==> config.mk <==
export PLATFORM = sky130hd
export DESIGN_NAME = seq_divider_flat
export DESIGN_NICKNAME = d
export VERILOG_FILES = /design/src/rtl/seq_divider_if.sv /design/src/rtl/seq_divider.sv /design/src/flat_wrapper.sv
export SDC_FILE = /design/constraint.sdc
export NUM_CORES = 1
export LEC_CHECK = 0
export CAP_MARGIN = 20
export CORE_MARGIN = 1.5
export CORE_UTILIZATION = 40
export CTS_BUF_LIST = sky130_fd_sc_hd__clkbuf_2
export CTS_CLUSTER_SIZE = 24
export DETAILED_ROUTE_END_ITERATION = 10
export DONT_BUFFER_PORTS = 1
export GPL_ROUTABILITY_DRIVEN = 0
export SYNTH_ARGS = -nofsm -noshare
export SYNTH_HDL_FRONTEND = slang
export SYNTH_SLANG_ARGS = --single-unit
==> constraint.sdc <==
create_clock -name clk -period 4.37 [get_ports clk]
set_clock_uncertainty 0.1 [all_clocks]
set_input_delay 0 -clock clk [delete_from_list [all_inputs] [get_ports clk]]
set_output_delay 0 -clock clk [all_outputs]
set_load 0.01 [all_outputs]
==> src/rtl/seq_divider_if.sv <==
// rtl/seq_divider_if.sv - start/valid handshake bundle for the iterative divider
interface seq_divider_if #(
    parameter int DW = 16,
    parameter int VW = 8
);
    logic          start;
    logic [DW-1:0] dividend;
    logic [VW-1:0] divisor;
    logic [DW-1:0] quotient;
    logic [VW-1:0] remainder;
    logic          valid;
    logic          busy;
    logic          div_by_zero;

    modport master (
        output start, dividend, divisor,
        input  quotient, remainder, valid, busy, div_by_zero
    );

    modport slave (
        input  start, dividend, divisor,
        output quotient, remainder, valid, busy, div_by_zero
    );
endinterface

==> src/rtl/seq_divider.sv <==
// rtl/seq_divider.sv - iterative restoring divider, one quotient bit per clock; optional DIV_EARLY_OUT_EN
module seq_divider #(
    parameter int DW = 16,
    parameter int VW = 8
) (
    input  logic          clk,
    input  logic          rst,
    seq_divider_if.slave  bus
);
    localparam int CW = $clog2(DW + 1);

    typedef enum logic {IDLE, CALC} state_t;

    state_t        state_q, state_d;
    logic [DW-1:0] q_sh_q, q_sh_d;
    logic [VW-1:0] d_reg_q, d_reg_d;
    logic [VW:0]   r_q, r_d;
    logic [CW-1:0] cnt_q, cnt_d;
    logic [DW-1:0] quotient_q, quotient_d;
    logic [VW-1:0] remainder_q, remainder_d;
    logic          valid_q, valid_d;
    logic          busy_q, busy_d;
    logic          dbz_q, dbz_d;

    logic [VW:0]   rs;
    logic [VW:0]   trial;

    always_comb begin
        state_d     = state_q;
        q_sh_d      = q_sh_q;
        d_reg_d     = d_reg_q;
        r_d         = r_q;
        cnt_d       = cnt_q;
        quotient_d  = quotient_q;
        remainder_d = remainder_q;
        valid_d     = 1'b0;
        busy_d      = busy_q;
        dbz_d       = dbz_q;
        rs          = '0;
        trial       = '0;

        case (state_q)
            IDLE: begin
                if (bus.start) begin
                    if (bus.divisor == '0) begin
                        quotient_d  = '1;
                        remainder_d = bus.dividend[VW-1:0];
                        dbz_d       = 1'b1;
                        valid_d     = 1'b1;
                    end
`ifdef DIV_EARLY_OUT_EN
                    // Dividend smaller than divisor: quotient is zero, remainder is the dividend itself.
                    else if (bus.dividend < {{(DW-VW){1'b0}}, bus.divisor}) begin
                        quotient_d  = '0;
                        remainder_d = bus.dividend[VW-1:0];
                        dbz_d       = 1'b0;
                        valid_d     = 1'b1;
                    end
`endif
                    else begin
                        q_sh_d  = bus.dividend;
                        d_reg_d = bus.divisor;
                        r_d     = '0;
                        cnt_d   = '0;
                        busy_d  = 1'b1;
                        state_d = CALC;
                    end
                end
            end

            CALC: begin
                rs    = {r_q[VW-1:0], q_sh_q[DW-1]};
                // Partial remainder stays below the divisor, so a negative trial always sets the top bit.
                trial = rs - {1'b0, d_reg_q};
                if (!trial[VW]) begin
                    r_d    = trial;
                    q_sh_d = {q_sh_q[DW-2:0], 1'b1};
                end else begin
                    r_d    = rs;
                    q_sh_d = {q_sh_q[DW-2:0], 1'b0};
                end
                cnt_d = cnt_q + CW'(1);
                if (cnt_q == CW'(DW - 1)) begin
                    quotient_d  = q_sh_d;
                    remainder_d = r_d[VW-1:0];
                    dbz_d       = 1'b0;
                    valid_d     = 1'b1;
                    busy_d      = 1'b0;
                    state_d     = IDLE;
                end
            end

            default: begin
                state_d = IDLE;
                busy_d  = 1'b0;
            end
        endcase
    end

    always_ff @(posedge clk or negedge rst) begin
        if (!rst) begin
            state_q     <= IDLE;
            q_sh_q      <= '0;
            d_reg_q     <= '0;
            r_q         <= '0;
            cnt_q       <= '0;
            quotient_q  <= '0;
            remainder_q <= '0;
            valid_q     <= 1'b0;
            busy_q      <= 1'b0;
            dbz_q       <= 1'b0;
        end else begin
            state_q     <= state_d;
            q_sh_q      <= q_sh_d;
            d_reg_q     <= d_reg_d;
            r_q         <= r_d;
            cnt_q       <= cnt_d;
            quotient_q  <= quotient_d;
            remainder_q <= remainder_d;
            valid_q     <= valid_d;
            busy_q      <= busy_d;
            dbz_q       <= dbz_d;
        end
    end

    assign bus.quotient    = quotient_q;
    assign bus.remainder   = remainder_q;
    assign bus.valid       = valid_q;
    assign bus.busy        = busy_q;
    assign bus.div_by_zero = dbz_q;

endmodule

==> src/flat_wrapper.sv <==
// flat-port wrapper written by rule: the top's interface ports become plain ports
module seq_divider_flat 
#(
    parameter int DW = 16,
    parameter int VW = 8
)
  (clk, rst, bus_start, bus_dividend, bus_divisor, bus_quotient, bus_remainder, bus_valid, bus_busy, bus_div_by_zero);
  seq_divider_if #(.DW(DW), .VW(VW)) bus_i ();
  input  logic clk;
  input  logic rst;
  input wire logic [$bits(bus_i.start)-1:0] bus_start;
  input wire logic [$bits(bus_i.dividend)-1:0] bus_dividend;
  input wire logic [$bits(bus_i.divisor)-1:0] bus_divisor;
  output wire logic [$bits(bus_i.quotient)-1:0] bus_quotient;
  output wire logic [$bits(bus_i.remainder)-1:0] bus_remainder;
  output wire logic [$bits(bus_i.valid)-1:0] bus_valid;
  output wire logic [$bits(bus_i.busy)-1:0] bus_busy;
  output wire logic [$bits(bus_i.div_by_zero)-1:0] bus_div_by_zero;
  assign bus_i.start = bus_start;
  assign bus_i.dividend = bus_dividend;
  assign bus_i.divisor = bus_divisor;
  assign bus_quotient = bus_i.quotient;
  assign bus_remainder = bus_i.remainder;
  assign bus_valid = bus_i.valid;
  assign bus_busy = bus_i.busy;
  assign bus_div_by_zero = bus_i.div_by_zero;
  seq_divider #(.DW(DW), .VW(VW)) u_core (.clk(clk), .rst(rst), .bus(bus_i));
endmodule
Yosys cells after proc, flatten, opt, wreduce, memory -nomap -nowiden
Cells that the tools add are included.
{"block": "word_totals", "wordCells": 58, "ff_bits": 65, "in_bits": 27, "out_inout_bits": 27}
{"block": "op_classes", "n_mux": 34, "n_reduce_logical": 5, "n_eq_ne": 5, "add_sub_neg": 2, "n_bitwise": 2}
{"operator": "two-way mux 16 bit", "n": 5}
{"operator": "case mux 16 bit (2 select lines)", "n": 2}
{"operator": "two-way mux 8 bit", "n": 6}
{"operator": "case mux 8 bit (2 select lines)", "n": 2}
{"operator": "two-way mux 1 bit", "n": 12}
{"operator": "two-way mux 5 bit", "n": 2}
{"operator": "case mux 5 bit (2 select lines)", "n": 1}
{"operator": "AND reduction 3 bit", "n": 3}
{"operator": "subtractor 9 x 8 -> 9 bit", "n": 1}
{"operator": "zero test 8 bit", "n": 1}
{"operator": "case mux 1 bit (2 select lines)", "n": 4}
{"operator": "!= test 2 bit, second input constant", "n": 3}
{"operator": "adder 5 x 1 -> 5 bit, second input constant", "n": 1}
{"operator": "== test 5 x 4 -> 1 bit, second input constant", "n": 1}
{"operator": "!= test 2 x 1 -> 1 bit, second input constant", "n": 1}
{"operator": "inverter 1 bit", "n": 2}
{"operator": "AND reduction 2 bit", "n": 1}

Longest topological paths before layout
{"block": "depth", "word_depth": 4, "ltp_mapped": 11, "mapped_depth_nobuf": 10}

Worst setup path before layout
OpenSTA, ideal clock, no wires.
{"block": "synth_timing", "path_kind": "flip-flop to flip-flop", "from": "reg u_core.q_sh_q[15]", "to": "reg u_core.remainder_q[3], in the netlist u_core.bus.remainder[3]", "stages_incl_launch_ff": 12, "setup_ps": 104, "slack_ps": 1901, "n_path_buf": 1, "t_arrival_ps": 2265, "synth_period_minus_slack_ps": 2469, "path_cell_list": "dfrtp_1 -> inv_1 -> ha_1 -> inv_1 -> fa_1 -> a211oi_2 -> nor3_2 -> mux2i_2 -> or2_1 -> buf_6 -> mux2i_1 -> a221oi_1"}
{"block": "synth_via", "elab_chain_cells": 4}
{"element": "start, declared", "line_no": "seq_divider.sv:15", "source": "logic [DW-1:0] q_sh_q, q_sh_d;"}
{"element": "start signal, assigned", "line_no": "seq_divider.sv:114", "source": "q_sh_q <= q_sh_d;"}
{"element": "subtractor 9 x 8 -> 9 bit", "line_no": "seq_divider.sv:74", "source": "trial = rs - {1'b0, d_reg_q};"}
{"element": "two-way mux 8 bit", "line_no": "seq_divider.sv:75", "source": "if (!trial[VW]) begin"}
{"element": "two-way mux 8 bit", "line_no": "seq_divider.sv:83", "source": "if (cnt_q == CW'(DW - 1)) begin"}
{"element": "case mux 8 bit (2 select lines)", "line_no": "seq_divider.sv:42", "source": "case (state_q)"}
{"element": "end signal, assigned", "line_no": "seq_divider.sv:119", "source": "remainder_q <= remainder_d;"}
{"element": "end, declared", "line_no": "seq_divider.sv:20", "source": "logic [VW-1:0] remainder_q, remainder_d;"}
No other way between the ends. The select of a mux whose other input is x is not followed.
A chain may end at the register's enable or synchronous reset.

Final worst setup path
{"block": "layout_timing", "from": "reg u_core.q_sh_q[15]", "to": "reg u_core.remainder_q[4], in the netlist u_core.bus.remainder[4]"}
The elaborated chain is that of the path after synthesis.

==> summary.txt <==
status = finished clean
area share of the largest cell type after synthesis = 0.524
synthesized area = 0.00311 mm^2
syn nets = 373
fin nets = 406
Synth area leader = dfrtp_1
r2r setup slk = 1.60 ns
vias in the first global route = 2643
# diodes = 0
max-cap violations = 0
DR iter-0 viols = 129
post-layout util = 0.505
Seq/Total Area, Yosys = 0.524
power per cell area = 805 mW/mm^2
critical path required time = 4.65 ns
Crit Path Category = register to register
syn avg cell area = 9.27 um^2
Most used DFF post-synth = dfrtp_1
Avg Vias per Cell = 5.25
largest net degree at the start of global routing = 66
layout cells sized above 1 = 0.0831
CTS H-tree lvls = 3
crit share post-route = 0.633
# resized after CTS = 0
reg2reg path depth = 10
Switch Pwr = 1.29 mW
CTS Hold Buffers Added = 40
die extent in y = 91.1 um
RSZ-0062 raised after global routing = false
DRT Wirelength = 7.36 mm
Setup crit start kind = register
Residual DRC = 0
Netlist cell types = 45
hold_ws = 0.0229 ns
Switching Share = 0.433
Clock Tree Root = clkbuf_2
DRT Pass-1 Iters = 4
Mapped Cells = 335
TritonCTS clock tree = done
endpoints failing setup = 0
multi-input logic area = 0.00135 mm^2
YS warnings = 0
end of the worst register-to-register path = u_core.bus.remainder[4]
Int Pwr = 1.70 mW
Fill cells = 687
Comb pwr share = 0.486
Die W = 91.1 um
Crit Path Max Fanout = 6
worst skew pair latency = 0.52 ns
Max Freq = 362 MHz
post-route setup TNS = 0 ns
Max IR drop VDD = 0.000293 V
total power = 2.99 mW
#FFs+latches synth = 65
Leak = 1.59 nW
Hold Crit Endpoint = u_core.bus.div_by_zero
synth top area cells = dfrtp_1 52%, nand2_1 7.1%, nor2_1 6.0%
clk slew on worst S/H paths = 0.19 ns
buffer count from post-CTS setup fixing = 0
min-delay src = bus_start
relative slew slack = 0.324
EDFF count, synth = 0
full die area = 0.00830 mm^2
Sequential cell area = 0.00163 mm^2
Sequential Power Share = 0.386
hold crit path type = input pin to register
asr flop ratio synth = 1.00
Arr. time, crit path = 3.04 ns
Via Count = 2479
GR Overflow Total = 0
Fin. Hold Viols = 0
slew at the pin closest to its max-slew limit = 1.01 ns
Num CTS Buffers = 9
CTS Sinks = 65
layout overhead on the synthesized area = 19.7%
WL per Instance = 15.6 um
dpl hpwl = 4.81 mm
Final Max Slew Viols = 0
first-pass GRT wire length = 12.7 mm
IO Port Bufs = 0
post-route ant nets = 0
CORE AREA = 0.00737 mm^2
# IOs = 54
CP endpoint kind = register
post-layout min period = 2.77 ns
R2R Path Start = u_core.q_sh_q[15]
Global Route Usage Sum = 0.195
cell row count = 31
Starting Density = 0.422
initial antenna violation count = 0
Clk pwr share = 0.128
worst-case clock buffer depth = 2
worst hold path cell count = 4
## stage by stage
stage / cells / cell area (um^2) / setup WS (ns)
2_1_floorplan: 335 / 3110 / 1.90
3_3_place_gp: 416 / 3160 / 1.74
3_5_place_dp: 416 / 3160 / 1.64
4_1_cts: 472 / 3720 / 1.58
5_1_grt: 472 / 3720 / 1.35
6_report: 472 / 3720 / 1.60
## power groups by stage
stage	Clock, mW	Sequential [mW]	Combinational [mW]
after CTS	0.392	1.16	1.46
after global routing	0.421	1.20	1.64
after floorplan	0	1.10	1.16
final	0.383	1.15	1.46
after global placement	0	1.17	1.32
after detailed placement	0	1.17	1.36
## layout by cell type (no fill, tap or decap), drive strengths merged, types with 2 or more instances in the layout
cell type    netlist  routed
ha                10      10
a221oi             7       7
and3               2       2
buf                4       4
nor3               2       2
nand2             59      59
inv               11      13
a21o               3       3
xor2               3       3
nor2b              2       2
o21ai             16      16
a21oi             24      24
mux2               2       2
clkinv             1       4
o22ai              8       8
mux2i              6       6
and2               3       3
dlygate4sd3        0      38
nor2              51      51
dfrtp             65      65
nand3              4       4
clkbuf            16       9
a31oi             17      17
xnor2              4       4
nor4               2       2
## logic make-up after synthesis
group / count (synthesis) / synth area share
flops: 65 / 0.524
xor+xnor: 7 / 0.0197
fa+ha+maj: 11 / 0.0467
buf+inv: 32 / 0.0419
simple gates: 132 / 0.180
mux: 8 / 0.0290
compound gates: 80 / 0.159
## critical path: stages (launching register included)
cell and delay [ns]:
dfrtp_1 0.42, inv_1 0.08, ha_1 0.17, inv_1 0.06, fa_1 0.43, a211oi_2 0.27, nor3_2 0.09, mux2i_2 0.27
or2_1 0.32, mux2i_1 0.31, a221oi_1 0.12
## how the worst max path moves through the flow
stage / end / slack (ns) / cells after the start / startpoint
after global routing: u_core.bus.remainder[5] / 1.35 / 10 / u_core.q_sh_q[15]
after CTS: u_core.bus.remainder[2] / 1.58 / 10 / u_core.q_sh_q[15]
after floorplan: u_core.bus.remainder[3] / 1.90 / 11 / u_core.q_sh_q[15]
after detailed placement: u_core.r_q[4] / 1.64 / 10 / u_core.q_sh_q[15]
final: u_core.bus.remainder[4] / 1.60 / 10 / u_core.q_sh_q[15]
after global placement: u_core.bus.remainder[4] / 1.74 / 10 / u_core.q_sh_q[15]
## cell type report
class                           instances  area share
Clock inverter                          7      0.0209
Timing Repair Buffer                   42       0.121
Multi-Input combinational cell        238       0.363
Inverter                               12      0.0121
Tap cell                               99      0.0333
Clock buffer                            9      0.0121
Sequential cell                        65       0.437
## sequential cells by signal (all words and copies together), names as in the netlist
register	cells
u_core.bus.quotient	16
u_core.q_sh_q	16
u_core.bus.remainder	8
u_core.d_reg_q	8
u_core.r_q	8
u_core.cnt_q	5
u_core.bus.busy	1
u_core.bus.div_by_zero	1
u_core.bus.valid	1
u_core.state_q	1
## per-layer routing
layer	wire [um]	GRT usage
met3	404	0.0553
met2	3540	0.314
met1	3250	0.246
met5	0	0
met4	168	0.0807
## synth_stat cells, types with 2 or more instances
cell type	number
a21o_1	2
a21oi_1	24
a221oi_1	6
a31oi_1	17
and2_1	3
and3_1	2
buf_2	2
clkbuf_1	16
dfrtp_1	65
ha_1	10
inv_1	11
mux2i_1	5
nand2_1	59
nand3_1	4
nor2_1	50
nor2b_1	2
nor4_1	2
o21ai_0	16
o22ai_1	8
xnor2_1	4
xor2_1	3
Power figures use the tool's default switching activity.
